$ cat src/rtl/rect_cordic.sv
// Iterative rotation-mode CORDIC: polar (amplitude, phase) in, rectangular (re, im) out.
// One micro-rotation per clock; the amplitude is pre-scaled by the CORDIC gain at load.
module rect_cordic #(
  parameter int ITER = 12
) (
  input  logic              sys_clk,
  input  logic              sys_rst_n,
  input  logic [8:0]        ampli_in,
  input  logic signed [9:0] theta_in,
  input  logic              trig,
  output logic signed [9:0] re_out,
  output logic signed [9:0] im_out,
  output logic              busy,
  output logic              vld
);

  localparam int CW = $clog2(ITER);

  typedef enum logic [1:0] {IDLE, ROT, OUT} state_t;

  state_t                state_q, state_d;
  logic [CW-1:0]         cnt;
  logic signed [19:0]    x, y;
  logic signed [15:0]    z;

  // Load-time values: gain-compensated amplitude and quadrant fold
  logic [17:0]           ak;
  logic                  fold;
  logic signed [19:0]    x0;
  logic signed [15:0]    z0;

  // Scaling by K = 0.607253 (Q0.16) lands the amplitude directly on the 2^-14 grid
  assign ak   = 18'((25'(ampli_in) * 25'd39797) >> 7);
  assign fold = (theta_in > 10'sd256) || (theta_in < -10'sd256);
  assign x0   = fold ? -$signed({2'b00, ak}) : $signed({2'b00, ak});
  // Adding or subtracting pi (512 LSB) on a 10-bit phase is just an MSB flip
  assign z0   = fold ? {~theta_in[9], theta_in[8:0], 6'b0} : {theta_in, 6'b0};

  function automatic logic signed [15:0] atan_rom(input logic [3:0] i);
    case (i)
      4'd0:    return 16'sd8192;
      4'd1:    return 16'sd4836;
      4'd2:    return 16'sd2555;
      4'd3:    return 16'sd1297;
      4'd4:    return 16'sd651;
      4'd5:    return 16'sd326;
      4'd6:    return 16'sd163;
      4'd7:    return 16'sd81;
      4'd8:    return 16'sd41;
      4'd9:    return 16'sd20;
      4'd10:   return 16'sd10;
      4'd11:   return 16'sd5;
      4'd12:   return 16'sd3;
      4'd13:   return 16'sd1;
      default: return 16'sd0;
    endcase
  endfunction

  // Round to nearest on the Q4.5 grid, then clamp symmetrically to +/-511
  function automatic logic signed [9:0] sat_round(input logic signed [19:0] v);
    logic signed [20:0] t;
    logic signed [11:0] r;
    t = 21'(v) + 21'sd256;
    r = 12'(t >>> 9);
    if (r > 12'sd511)       return 10'sd511;
    else if (r < -12'sd511) return -10'sd511;
    else                    return r[9:0];
  endfunction

  logic signed [19:0] xs, ys, x_nxt, y_nxt;
  logic signed [15:0] atan, z_nxt;

  always_comb begin
    xs   = x >>> cnt;
    ys   = y >>> cnt;
    atan = atan_rom(4'(cnt));
    if (!z[15]) begin
      x_nxt = x - ys;
      y_nxt = y + xs;
      z_nxt = z - atan;
    end else begin
      x_nxt = x + ys;
      y_nxt = y - xs;
      z_nxt = z + atan;
    end
  end

  always_ff @(posedge sys_clk or negedge sys_rst_n) begin
    if (!sys_rst_n) state_q <= IDLE;
    else            state_q <= state_d;
  end

  // NOTE: next-state starts from the current state so no path leaves it unassigned (no latch).
  always_comb begin
    state_d = state_q;
    case (state_q)
      IDLE:    if (trig) state_d = ROT;
      ROT:     if (cnt == CW'(ITER - 1)) state_d = OUT;
      OUT:     state_d = IDLE;
      default: state_d = IDLE;
    endcase
  end

  // NOTE: registered state uses non-blocking assignments so all flops update from pre-edge values.
  always_ff @(posedge sys_clk or negedge sys_rst_n) begin
    if (!sys_rst_n) begin
      x      <= '0;
      y      <= '0;
      z      <= '0;
      cnt    <= '0;
      re_out <= '0;
      im_out <= '0;
      busy   <= 1'b0;
      vld    <= 1'b0;
    end else begin
      vld <= 1'b0;
      case (state_q)
        IDLE: if (trig) begin
          x    <= x0;
          y    <= '0;
          z    <= z0;
          cnt  <= '0;
          busy <= 1'b1;
        end
        ROT: begin
          x   <= x_nxt;
          y   <= y_nxt;
          z   <= z_nxt;
          cnt <= cnt + 1'b1;
        end
        OUT: begin
          re_out <= sat_round(x);
          im_out <= sat_round(y);
          vld    <= 1'b1;
          busy   <= 1'b0;
        end
        default: ;
      endcase
    end
  end

endmodule

$ cat config.mk
export PLATFORM = sky130hd
export DESIGN_NAME = rect_cordic
export DESIGN_NICKNAME = d
export VERILOG_FILES = /design/src/rtl/rect_cordic.sv
export SDC_FILE = /design/constraint.sdc
export NUM_CORES = 1
export LEC_CHECK = 0
export BUFFER_PORTS_ARGS = -buffer_cell sky130_fd_sc_hd__buf_2
export CAP_MARGIN = 5
export CELL_PAD_IN_SITES_DETAIL_PLACEMENT = 0
export CELL_PAD_IN_SITES_GLOBAL_PLACEMENT = 2
export CORE_MARGIN = 1.5
export CORE_UTILIZATION = 25
export CTS_CLUSTER_DIAMETER = 200
export DETAILED_ROUTE_END_ITERATION = 12
export PLACE_DENSITY = 0.66
export RECOVER_POWER = 50
export SLEW_MARGIN = 20
export SYNTH_ARGS = -nofsm -noshare
export SYNTH_HDL_FRONTEND = slang
export SYNTH_SLANG_ARGS = --single-unit
$ cat constraint.sdc
create_clock -name sys_clk -period 4.7 [get_ports sys_clk]
set_clock_uncertainty 0.2 [all_clocks]
set_input_delay 0.235 -clock sys_clk [delete_from_list [all_inputs] [get_ports sys_clk]]
set_output_delay 0.235 -clock sys_clk [all_outputs]
set_load 0.02 [all_outputs]
* Word-level counts from Yosys, hierarchy flattened *
Memories as Yosys holds them, arrays and structs flattened.
Index checks and enable logic that the tools add are counted.
W data, S select, Z words.

word-level totals
  register bits after elaboration = 84
  bits in latches = 0
  bits in writable memories = 0
  bits in read-only memories = 224
  input port bits = 22
  output and inout port bits = 22
  word-level logic and storage cells = 65
  memories = 1

memories
  memory           depth  width  read ports  clocked after memory_dff  wr ports  line  RTL
  (no name shown)  16     14     1           0                         0         40    case (i)

operators by class
  add/sub/neg operators = 10
  $mul = 1
  div/mod/pow operators = 0
  order comparisons = 6
  equal/unequal tests = 5
  shift-type cells = 2
  muxes and demuxes = 23
  bitwise operators = 1
  reduce and logical (&&, ||, !) cells = 7

operator list
  kind                      number
  $mux W20                  5
  $pmux W20 S2              2
  $mux W16                  3
  $add A20 B10 Y21 const B  2
  $add A20 B20 Y20          2
  $mux W10                  4
  $sshr A20 B4 Y20          2
  $sub A20 B20 Y20          2
  $pmux W16 S2              1
  $mul A9 B16 Y25 const B   1
  $gt A12 B10 Y1 const B    2
  $lt A12 B10 Y1 const B    2
  $neg A18 Y20              1
  $add A16 B16 Y16          1
  $sub A16 B16 Y16          1
  $gt A10 B10 Y1 const B    1
  $lt A10 B9 Y1 const B     1
  $pmux W4 S2               1
  $reduce_and A2 Y1         3
  $add A4 B1 Y4 const B     1
  $eq A4 B4 Y1 const B      1
  $mux W2                   2
  $mux W4                   1
  $ne A2 B2 Y1 const B      2
  other kinds (9)           11

* Depth between registers and ports, before layout *
Gate-level depths: netlist of run 1.

  depth after elaboration = 5
  gate-level depth with buffers = 23

* Least setup slack after synthesis of run 1 *
OpenSTA, ideal clock, no wires.

  kind = input to register
  start = in ampli_in[3]
  end = reg x[16]
  arrival time = 5.077 ns
  slack = -0.702 ns
  stages = 19
  buffers on the path = 0
  cell sequence = inv_1 > fa_1 > inv_1 > fa_1 > fa_1 > inv_1 > fa_1 > inv_1 > ha_1 > or2_2 > o22a_1 > o211a_1 > a21boi_0 > mux2i_1 > o32ai_1 > or4_1 > o31ai_2 > xnor2_1 > o21ai_1

on the way
  word-level cells in the longest chain between the ends = 5

ends and longest elaborated chain
  what                  line  RTL
  from (decl)           8     input logic [8:0] ampli_in,
  $mul A9 B16 Y25 (*)   33    assign ak = 18'((25'(ampli_in) * 25'd39797) >> 7);
  $neg A18 Y20          35    assign x0 = fold ? -$signed({2'b00, ak}) : $signed({2'b00, ak});
  $mux W20 (*)          35
  $mux W20 (*)          118   IDLE: if (trig) begin
  $pmux W20 S2 (*)      117   case (state_q)
  to (signal assigned)  126   x <= x_nxt;
  to (decl)             23    logic signed [19:0] x, y;

Every way passes the cells marked *; elsewhere a longest branch is shown, timed or not. The select of a mux whose other input is x is not followed.
A chain may end at the register's enable or synchronous reset.

* Final worst setup path of run 1 *
  start = in ampli_in[0]
  end = reg x[15]

Same word-level chain as after synthesis.

==> run_results.csv, run 1 <==
group,metric,value,unit
worst_setup_path,cp_top_family,"adder cells",
routing,dr.pass1.iters,5,
floorplanning,ios,44,
synthesis,synth.area.top_cells,"dfrtp_1 17%, ha_1 12%, fa_1 7.8%",
floorplanning,die_area,51700,um^2
routing,wl,44.3,mm
routing,drc_errors,0,
sta,fin_hold_ws,130,ps
place,io_buffer_count,43,
global_routing,grt_pass1_wl,70.1,mm
global_routing,grtUsageTotal,0.174,
synthesis,yosys.area_share.xor_xnor,0.0932,
synthesis,synth_flop_cell,"dfrtp_1",
worst_setup_path,critPathLaunch,"ampli_in[0]",
run,cap_violations,2,
floorplanning,initial_core_util,0.252,
synthesis,synthTopCellsByCount,"153 x nand2_1, 129 x inv_1, 118 x a21oi_1",
floorplanning,fp-row-count,82,
worst_setup_path,r2r_end,"x[16]$_DFFE_PN0P_",
outcome,violations,"max-capacitance violations, max-slew violations, negative setup slack",
clock_tree,max-clock-path-buffers,2,
global_routing,overflow,0,
place,place_inst,2560,
synthesis,syn-cell-area,12600,um^2
sta,relSlewSlack,-0.112,
worst_setup_path,cp.required,4770,ps
worst_setup_path,critPathKind,"in -> reg",
place,dpl_cell_area,16200,um^2
synthesis,synth_top_area_cell,"dfrtp_1",
synthesis,async_flop_share,1.00,
synthesis,yosys.area_share.adder,0.194,
final_layout,multiInputGateArea,10500,um^2
global_routing,grt_max_degree,60,
synthesis,synth_area_per_cell,8.14,um^2
sta,hold_violations,0,
synthesis,ys_ff_latch,84,
clock_tree,cts_tree,"yes",
global_routing,grt_pass1_vias,12900,
final_layout,final_area,18100,um^2
synthesis,syn_inst,1546,
clock_tree,cts.sinks,84,
floorplanning,core_area,50000,um^2
sta,fmax,0.197,GHz
clock_tree,numCtsBuffers,9,
worst_setup_path,r2r_setup_slack,-250,ps
worst_setup_path,start_kind,"input port",
final_layout,area_delta_synth_final,43.8,%
worst_setup_path,cp_num_buf_inv,4,
final_layout,nets,2158,
sta,rsz0062_at_grt,"true",
synthesis,synth_fp_nets,1734,
place,dp_hpwl,34.4,mm
clock_tree,worstSkewPairLatency,410,ps
synthesis,synth.distinct_cells,90,
worst_setup_path,max_stage_delay,530,ps
worst_setup_path,path_cells,"buf_8 > buf_6 > ha_4 > inv_4 > fa_1 > fa_1 > inv_2 > fa_1 > ha_1 > and4_1 > a221o_2 > o21a_1 > o31a_2 > or3_4 > or3_4 > o41a_1 > xnor2_1 > o21ai_1",
final_layout,num_antenna_cells,0,
routing,avgRoutedWirePerCell,16.7,um
final_layout,nFillCells,5228,
synthesis,yosysMostFrequentCell,"nand2_1",
worst_setup_path,path_common_cell,"fa_1",
sta,setup_viol,13,
clock_tree,clk_pin_slew,80,ps
final_layout,ff_latch_area,2110,um^2
synthesis,ys_seq_area_frac,0.167,
routing,num_vias,12700,
routing,viasPerCell,4.80,
worst_setup_path,path_depth,18,
synthesis,synth_edf_count,0,
clock_tree,htree_levels,3,
sta,worst_slew_pin_slew,1670,ps
synthesis,synthSimpleGateAreaFrac,0.169,
outcome,status,"finished, violations left",
synthesis,synth_mux_area_frac,0.0927,
worst_setup_path,worstSetupEndpointType,"register",
synthesis,synth_top_family_by_area,"compound AO/OA/AOI/OAI gates",
global_routing,antenna_found_initial,1,
sta,fin_crit_sh,1.08,
routing,drt_iter0_drc,584,
worst_setup_path,cp_slowest_cell,"fa_1",
sta,finalMaxSlewViolations,87,
worst_setup_path,r2r_cells,24,
final_layout,layout-drive-gt1-share,0.367,
worst_setup_path,crit_path_max_fanout,4,
synthesis,yosys_warnings,0,
synthesis,synth_top_area_share,0.167,
worst_setup_path,cp.arrival,5130,ps
clock_tree,root_buffer,"clkbuf_16",
final_layout,fin_cells,2647,
floorplanning,fp.dieH,227,um
worst_setup_path,crit_end,"x[15]$_DFFE_PN0P_",
synthesis,synth-compound-area-share,0.211,
routing,ant_nets,0,
worst_setup_path,r2r_start,"cnt[1]$_DFFE_PN0P_",
place,place.gp.congestion,0.827,
sta,fin_crit,5070,ps
sta,fin_ws,-365,ps
floorplanning,chipWidth,227,um
worst_hold_path,hold_class,"in -> reg",
==> per-stage QoR <==
stage	TNS, ps	worst slack, ps	util
after global placement	-11710	-935	0.325
after global routing	-5580	-551	0.362
final	-2900	-365	0.362
after detailed placement	-12430	-963	0.325
after floorplan	-3860	-590	-
after CTS	-3390	-412	0.345
==> how the worst min path moves through the flow <==
stage | startpoint | endpoint | slack (ps) | cells after the start
6_report | theta_in[9] | z[15]$_DFFE_PN0P_ | 130 | 5
5_1_grt | theta_in[9] | z[15]$_DFFE_PN0P_ | 170 | 5
4_1_cts | theta_in[9] | z[15]$_DFFE_PN0P_ | 110 | 5
3_5_place_dp | sys_rst_n | im_out[0]$_DFFE_PN0P_ | 210 | 1
3_3_place_gp | sys_rst_n | im_out[0]$_DFFE_PN0P_ | 210 | 1
2_1_floorplan | sys_rst_n | busy$_DFFE_PN0P_ | -260 | 0
==> layout make-up <==
class | count | share of cell area
multi-input combinational | 1248 | 0.581
sequential | 84 | 0.116
tap | 672 | 0.0465
clock buffer | 10 | 0.0127
timing repair buffer | 497 | 0.212
inverter | 130 | 0.0273
clock inverter | 6 | 0.00491
==> registers in the layout, summed over array words and instances (netlist names) <==
signal / cells
z: 16
y: 20
busy: 1
vld: 1
x: 20
cnt: 4
state_q: 2
re_out: 10
im_out: 10
==> worst reg2reg max path: stages, from the launching register on <==
cell and delay [ps]:
dfrtp_2 450, buf_12 150, buf_8 130, buf_12 150, buf_4 170, nor2_2 120, buf_4 130, mux2i_1 90
mux4_2 540, and4_1 260, buf_4 140, and4_1 210, buf_4 140, a21oi_1 160, xnor2_1 100, ha_1 360
nand4_1 170, nor2_1 170, a21oi_2 80, buf_4 150, o21ai_0 190, xnor2_1 150, nor2_1 50, a31oi_1 250
o21ai_1 110
==> placed cells by master (no fill, tap or decap), types with 11 or more instances in the layout <==
cell,synthesis,routed
a21o_1,20,20
a21oi_1,118,94
a21oi_2,1,23
a31oi_1,19,17
and3_1,16,14
buf_2,8,15
buf_4,4,415
buf_6,3,22
clkbuf_1,53,24
dfrtp_1,84,81
dlygate4sd3_1,0,11
fa_1,49,46
ha_1,117,102
ha_4,0,12
inv_1,129,110
inv_2,0,17
mux2_2,23,23
mux2i_1,28,22
mux4_2,26,26
nand2_1,153,147
nand3_1,54,52
nor2_1,109,97
nor2b_1,17,15
nor3_1,24,18
o211ai_1,16,16
o21a_1,18,18
o21ai_0,103,83
o21ai_1,4,17
xnor2_1,68,62
xor2_1,66,63
==> kinds of logic after synthesis <==
| family | after synthesis |
|---|---|
| adders and majority gates | 166 |
| AOI/OAI and AO/OA | 416 |
| xor gates and xnor gates | 134 |
| DFF | 84 |
| muxes | 80 |
| and+or+nand+nor | 452 |
| buffers and inverters | 214 |
==> metal layers <==
layer	wire length (um)	track usage	up-vias
li1	-	-	6346
met1	20100	0.221	6156
met2	22100	0.308	146
met3	1030	0.0177	48
met4	1020	0.0555	2
met5	12	0	-
==> what timing repair did <==
action / 4_1_cts / 5_1_grt
endpoints found under the setup margin: 17 / 27
gates resized for setup: 88 / 151
hold endpoints to repair: 68 / 0
gates cloned: 1 / 1
buffers inserted: 23 / 40
hold buffers: 11 / 0
pin swaps: 69 / 108
Power of run 1 is not shown: default switching activity piles up to over one toggle a cycle in this logic, so the estimate is an artifact.
==> run 2, diff against run 1 <==
--- a/config.mk
+++ b/config.mk
@@ -13,8 +13,9 @@
 export CORE_UTILIZATION = 25
 export CTS_CLUSTER_DIAMETER = 200
 export DETAILED_ROUTE_END_ITERATION = 12
-export PLACE_DENSITY = 0.66
+export PLACE_DENSITY_LB_ADDON = 0.1
 export RECOVER_POWER = 50
+export REMOVE_ABC_BUFFERS = 1
 export SLEW_MARGIN = 20
 export SYNTH_ARGS = -nofsm -noshare
 export SYNTH_HDL_FRONTEND = slang
==> run 2 against run 1 <==
The run still ends with max-capacitance violations, max-slew violations, negative setup slack left. Sequential share of layout area fell by 0.21 points. Via count rose by 0.32%. Critical endpoint is now x[16]$_DFFE_PN0P_. Worst setup slack improved by 46 ps. Clock-buffer cell count fell by 1. Final cell count rose by 1.4%. Global-route usage rose by 1.0 points. Highest routed layer is now met4. Non-clock buffer count rose by 37. Sequential cell count did not move.
==> run_results.csv, run 2 (synthesis gave the netlist of run 1 again) <==
group,metric,value,unit
outcome,status,"finished, violations left",
outcome,violations,"max-capacitance violations, max-slew violations, negative setup slack",
floorplanning,initial_core_util,0.252,
worst_setup_path,cp.required,4760,ps
routing,drt_iter0_drc,459,
floorplanning,fp.dieH,227,um
clock_tree,worstSkewPairLatency,390,ps
routing,wl,47.2,mm
routing,avgRoutedWirePerCell,17.6,um
sta,fin_tns_setup,-2100,ps
clock_tree,cts.sinks,84,
final_layout,utilization,0.369,
final_layout,num_antenna_cells,0,
run,cap_violations,2,
clock_tree,clk_pin_slew,80,ps
worst_setup_path,crit_path_max_fanout,5,
final_layout,nets,2195,
sta,finalMaxSlewViolations,87,
sta,relSlewSlack,-0.204,
sta,fin_ws,-319,ps
sta,rsz0062_at_grt,"true",
final_layout,layout-drive-gt1-share,0.384,
worst_setup_path,r2r_setup_slack,-150,ps
place,io_buffer_count,43,
final_layout,largestRegisters,"x: 20 flops, y: 20 flops, z: 16 flops",
global_routing,grt_pass1_vias,12800,
clock_tree,htree_levels,3,
global_routing,grt_max_degree,61,
worst_hold_path,hold_class,"in -> reg",
sta,fin_crit_sh,1.07,
final_layout,final_common_cell,"buf_4",
routing,viasPerCell,4.75,
worst_setup_path,r2r_cells,26,
clock_tree,max-clock-path-buffers,2,
sta,fin_crit,5020,ps
worst_setup_path,cp.arrival,5080,ps
worst_setup_path,crit_end,"x[16]$_DFFE_PN0P_",
worst_setup_path,critPathKind,"in -> reg",
sta,setup_viol,13,
clock_tree,root_buffer,"clkbuf_16",
place,dp_hpwl,37.3,mm
floorplanning,fp-row-count,82,
floorplanning,core_area,50000,um^2
global_routing,grtUsageTotal,0.185,
worst_setup_path,critPathLaunch,"ampli_in[0]",
sta,hold_violations,0,
sta,fin_hold_ws,148,ps
worst_setup_path,start_kind,"input port",
global_routing,grt_pass1_wl,72.5,mm
floorplanning,die_area,51700,um^2
worst_setup_path,r2r_end,"x[16]$_DFFE_PN0P_",
global_routing,overflow,0,
sta,worst_slew_pin_slew,1810,ps
routing,num_vias,12700,
final_layout,final_area,18400,um^2
floorplanning,chipWidth,227,um
routing,dr.pass1.iters,5,
clock_tree,numCtsBuffers,9,
place,dpl_cell_area,16500,um^2
final_layout,layout_common_cells,"445 x buf_4, 147 x nand2_1, 115 x inv_1",
worst_setup_path,worstSetupEndpointType,"register",
routing,drc_errors,0,
global_routing,antenna_found_initial,0,
clock_tree,cts_tree,"yes",
floorplanning,ios,44,
routing,ant_nets,0,
worst_setup_path,r2r_start,"cnt[1]$_DFFE_PN0P_",
place,place.gp.congestion,0.833,
sta,fmax,0.199,GHz
final_layout,area_delta_synth_final,46.5,%
-- run 2: cell count changes in the layout (fill, tap and decap cells not counted), moves of 3 or more --
cell	delta
buf_6	+5
inv_1	+5
o21ai_1	+8
and4_4	+3
o21ai_0	-10
inv_6	+4
a21oi_2	+4
inv_2	-5
nor2b_1	-3
mux2i_2	+4
buf_4	+30
buf_12	+4
a21oi_4	+3
a21oi_1	-7
-- run 2: worst max-delay path, stage by stage --
cell	delay, ps
buf_6	100
buf_6	120
ha_4	260
inv_2	40
fa_1	450
fa_1	500
inv_2	40
fa_1	450
ha_1	290
and4_1	180
a221o_2	410
buf_6	150
buf_6	110
xor2_2	140
or3b_4	380
or3_4	360
or4_4	450
o31ai_4	210
xnor2_1	150
o21ai_1	70
-- run 2: metal layers --
metal / part of all wire / GRT usage
met2: 0.50 / 0.325
met4: 0.027 / 0.0594
met1: 0.46 / 0.231
met5: 0 / 0
met3: 0.023 / 0.0248
-- run 2: cell type report --
| class | count | area, um^2 |
|---|---|---|
| Sequential cell | 84 | 2110 |
| Clock inverter | 7 | 65.1 |
| Inverter | 130 | 494 |
| Tap cell | 672 | 841 |
| Clock buffer | 9 | 225 |
| Fill cell | 5334 | 31500 |
| Timing Repair Buffer | 534 | 4130 |
| Multi-Input combinational cell | 1248 | 10600 |
-- run 2: worst min path at each step --
stage | to | depth (start not counted) | from | slack [ps]
after floorplan | busy$_DFFE_PN0P_ | 0 | sys_rst_n | -260
final | z[15]$_DFFE_PN0P_ | 5 | theta_in[9] | 150
after global placement | im_out[6]$_DFFE_PN0P_ | 1 | sys_rst_n | 230
after global routing | z[15]$_DFFE_PN0P_ | 5 | theta_in[9] | 190
after CTS | z[15]$_DFFE_PN0P_ | 5 | theta_in[9] | 110
after detailed placement | im_out[5]$_DFFE_PN0P_ | 1 | sys_rst_n | 230
-- run 2: metrics by stage --
step,setup slack (ps),cells
final,-319,2684
after global routing,-428,2684
after CTS,-377,2654
after detailed placement,-960,2602
after global placement,-935,2602
after floorplan,-1110,1462
-- run 2: what timing repair did --
item | 4_1_cts | 5_1_grt
hold buffers | 11 | 0
endpoints found under the setup margin | 19 | 27
buffers inserted | 24 | 37
endpoints found under the hold margin | 69 | 0
pin swaps | 66 | 120
cloned | 1 | 1
resized for setup | 107 | 158
Power of run 2 is left out for the same reason.
==> run 3, diff against run 2 <==
--- a/config.mk
+++ b/config.mk
@@ -9,6 +9,7 @@
 export CAP_MARGIN = 5
 export CELL_PAD_IN_SITES_DETAIL_PLACEMENT = 0
 export CELL_PAD_IN_SITES_GLOBAL_PLACEMENT = 2
+export CORE_ASPECT_RATIO = 1.75
 export CORE_MARGIN = 1.5
 export CORE_UTILIZATION = 25
 export CTS_CLUSTER_DIAMETER = 200
==> constraint.sdc (replaced) <==
create_clock -name sys_clk -period 5.1 [get_ports sys_clk]
set_clock_uncertainty 0.2 [all_clocks]
set_input_delay 0.255 -clock sys_clk [delete_from_list [all_inputs] [get_ports sys_clk]]
set_output_delay 0.255 -clock sys_clk [all_outputs]
set_load 0.02 [all_outputs]
==> run 3 against run 2 <==
The run still ends with max-capacitance violations, max-slew violations, negative setup slack left. Worst setup slack better by 210 ps. Via count down 2.7%. First-iteration DRC count up 33%. Sequential cell count unchanged. Die area up 0.10%. Final cell count down 5.1%. Clock-buffer cell count up 1. Critical endpoint unchanged. Worst hold slack worse by 110 ps. Global-route usage up 0.56 points.
==> run_results.csv, run 3 (synthesis gave the netlist of run 1 again) <==
group,metric,value,unit
worst_setup_path,path_common_cell,"inv_2",
clock_tree,cts_tree,"yes",
clock_tree,clk_pin_slew,80,ps
global_routing,grt_max_degree,45,
floorplanning,fp-row-count,108,
clock_tree,max-clock-path-buffers,2,
place,place.gp.congestion,0.827,
worst_setup_path,worstSetupEndpointType,"register",
final_layout,final_common_cell,"buf_4",
sta,fmax,0.192,GHz
clock_tree,numCtsBuffers,9,
global_routing,overflow,0,
sta,rsz0062_at_grt,"true",
run,cap_violations,1,
final_layout,utilization,0.341,
sta,fin_hold_ws,40.9,ps
clock_tree,htree_levels,3,
sta,fin_crit_sh,1.02,
final_layout,ff_latch_area,2110,um^2
outcome,violations,"max-capacitance violations, max-slew violations, negative setup slack",
worst_setup_path,max_stage_delay,610,ps
sta,hold_violations,0,
floorplanning,fp.dieH,300,um
worst_setup_path,cp_slowest_cell,"fa_2",
final_layout,multiInputGateArea,10100,um^2
worst_setup_path,r2r_setup_slack,140,ps
final_layout,layout_common_cells,"341 x buf_4, 153 x nand2_1, 117 x inv_1",
routing,dr.pass1.iters,5,
routing,ant_nets,0,
floorplanning,initial_core_util,0.253,
global_routing,grtUsageTotal,0.190,
routing,drt_iter0_drc,609,
global_routing,grt_pass1_vias,13100,
clock_tree,root_buffer,"clkbuf_16",
routing,drc_errors,0,
final_layout,num_antenna_cells,0,
sta,relSlewSlack,-0.775,
routing,num_vias,12400,
worst_setup_path,cp.required,5140,ps
routing,avgRoutedWirePerCell,19.3,um
global_routing,antenna_found_initial,0,
final_layout,final_area,17000,um^2
floorplanning,chipWidth,173,um
worst_setup_path,cp_num_buf_inv,6,
final_layout,layout-drive-gt1-share,0.303,
floorplanning,die_area,51800,um^2
routing,viasPerCell,4.87,
worst_setup_path,crit_path_max_fanout,6,
place,dp_hpwl,40.5,mm
place,io_buffer_count,43,
sta,finalMaxSlewViolations,42,
final_layout,largestRegisters,"x: 20 flops, y: 20 flops, z: 16 flops",
clock_tree,worstSkewPairLatency,390,ps
worst_setup_path,start_kind,"input port",
final_layout,nFillCells,5395,
clock_tree,cts.sinks,84,
routing,wl,49.1,mm
sta,setup_viol,3,
worst_setup_path,path_cells,"buf_8 > fa_2 > inv_2 > fa_1 > inv_2 > ha_4 > inv_2 > fa_1 > inv_2 > ha_4 > and4_1 > a221o_2 > buf_6 > xor2_1 > or3b_4 > or3_4 > or4_4 > o31ai_4 > xnor2_1 > o21ai_1",
final_layout,area_delta_synth_final,34.7,%
global_routing,grt_pass1_wl,75.0,mm
sta,fin_crit,5210,ps
outcome,status,"finished, violations left",
sta,worst_slew_pin_slew,2660,ps
final_layout,nets,2069,
place,place_ws,-792,ps
floorplanning,core_area,49700,um^2
sta,fin_ws,-105,ps
worst_setup_path,critPathKind,"in -> reg",
worst_setup_path,cp_top_family,"adder cells",
floorplanning,ios,44,
place,dpl_cell_area,15700,um^2
worst_hold_path,hold_class,"in -> reg",
worst_setup_path,cp.arrival,5250,ps
==> run 3: cell types whose count changed in the layout (fill, tap and decap cells not counted), moves of 7 or more <==
cell,previous run,this run
a21oi_1,87,101
a21oi_2,27,17
buf_4,445,341
buf_6,27,9
mux2i_2,10,3
o21ai_0,73,88
o21ai_1,25,14
xnor2_2,8,1
==> run 3: final cells by class <==
type	instances	share of cell area
well taps	660	0.0487
repair buffers	408	0.180
clock inverters	6	0.00553
flip-flops and latches	84	0.124
clock buffers	10	0.0141
multi-input cells	1248	0.598
inverters	130	0.0288
==> run 3: stage by stage <==
stage / setup TNS, ps / instances
final: -170 / 2546
after global routing: -939 / 2546
after CTS: -237 / 2537
after detailed placement: -7580 / 2492
after global placement: -7390 / 2492
after floorplan: -11740 / 1462
==> run 3: worst paths after layout <==
check | from | to | depth (start not counted)
max in group asynchronous | sys_rst_n | cnt[1]$_DFFE_PN0P_ | 3
min | theta_in[8] | z[14]$_DFFE_PN0P_ | 3
min in group asynchronous | sys_rst_n | y[5]$_DFFE_PN0P_ | 2
min reg2reg | im_out[1]$_DFFE_PN0P_ | im_out[1]$_DFFE_PN0P_ | 2
max | ampli_in[2] | x[16]$_DFFE_PN0P_ | 20
max reg2reg | cnt[1]$_DFFE_PN0P_ | x[19]$_DFFE_PN0P_ | 21
==> run 3: tightest hold or removal path: stages <==
cell and delay, ps:
buf_2 160, a221oi_1 100, o21ai_0 70
==> run 3: what timing repair did <==
item | CTS | global route
gates resized for setup | 49 | 96
pin swaps | 40 | 44
hold buffers | 10 | 0
cloned | 0 | 0
hold endpoints to repair | 49 | 0
setup endpoints to repair | 13 | 21
buffers inserted | 19 | 11
==> run 3: routing by layer <==
layer | vias up | global-route usage | wire length (um)
li1 | 6154 | - | -
met1 | 5981 | 0.180 | 17600
met2 | 187 | 0.401 | 28500
met3 | 67 | 0.0153 | 885
met4 | 0 | 0.0888 | 2130
met5 | - | 0 | 0
Power of run 3 is left out for the same reason.
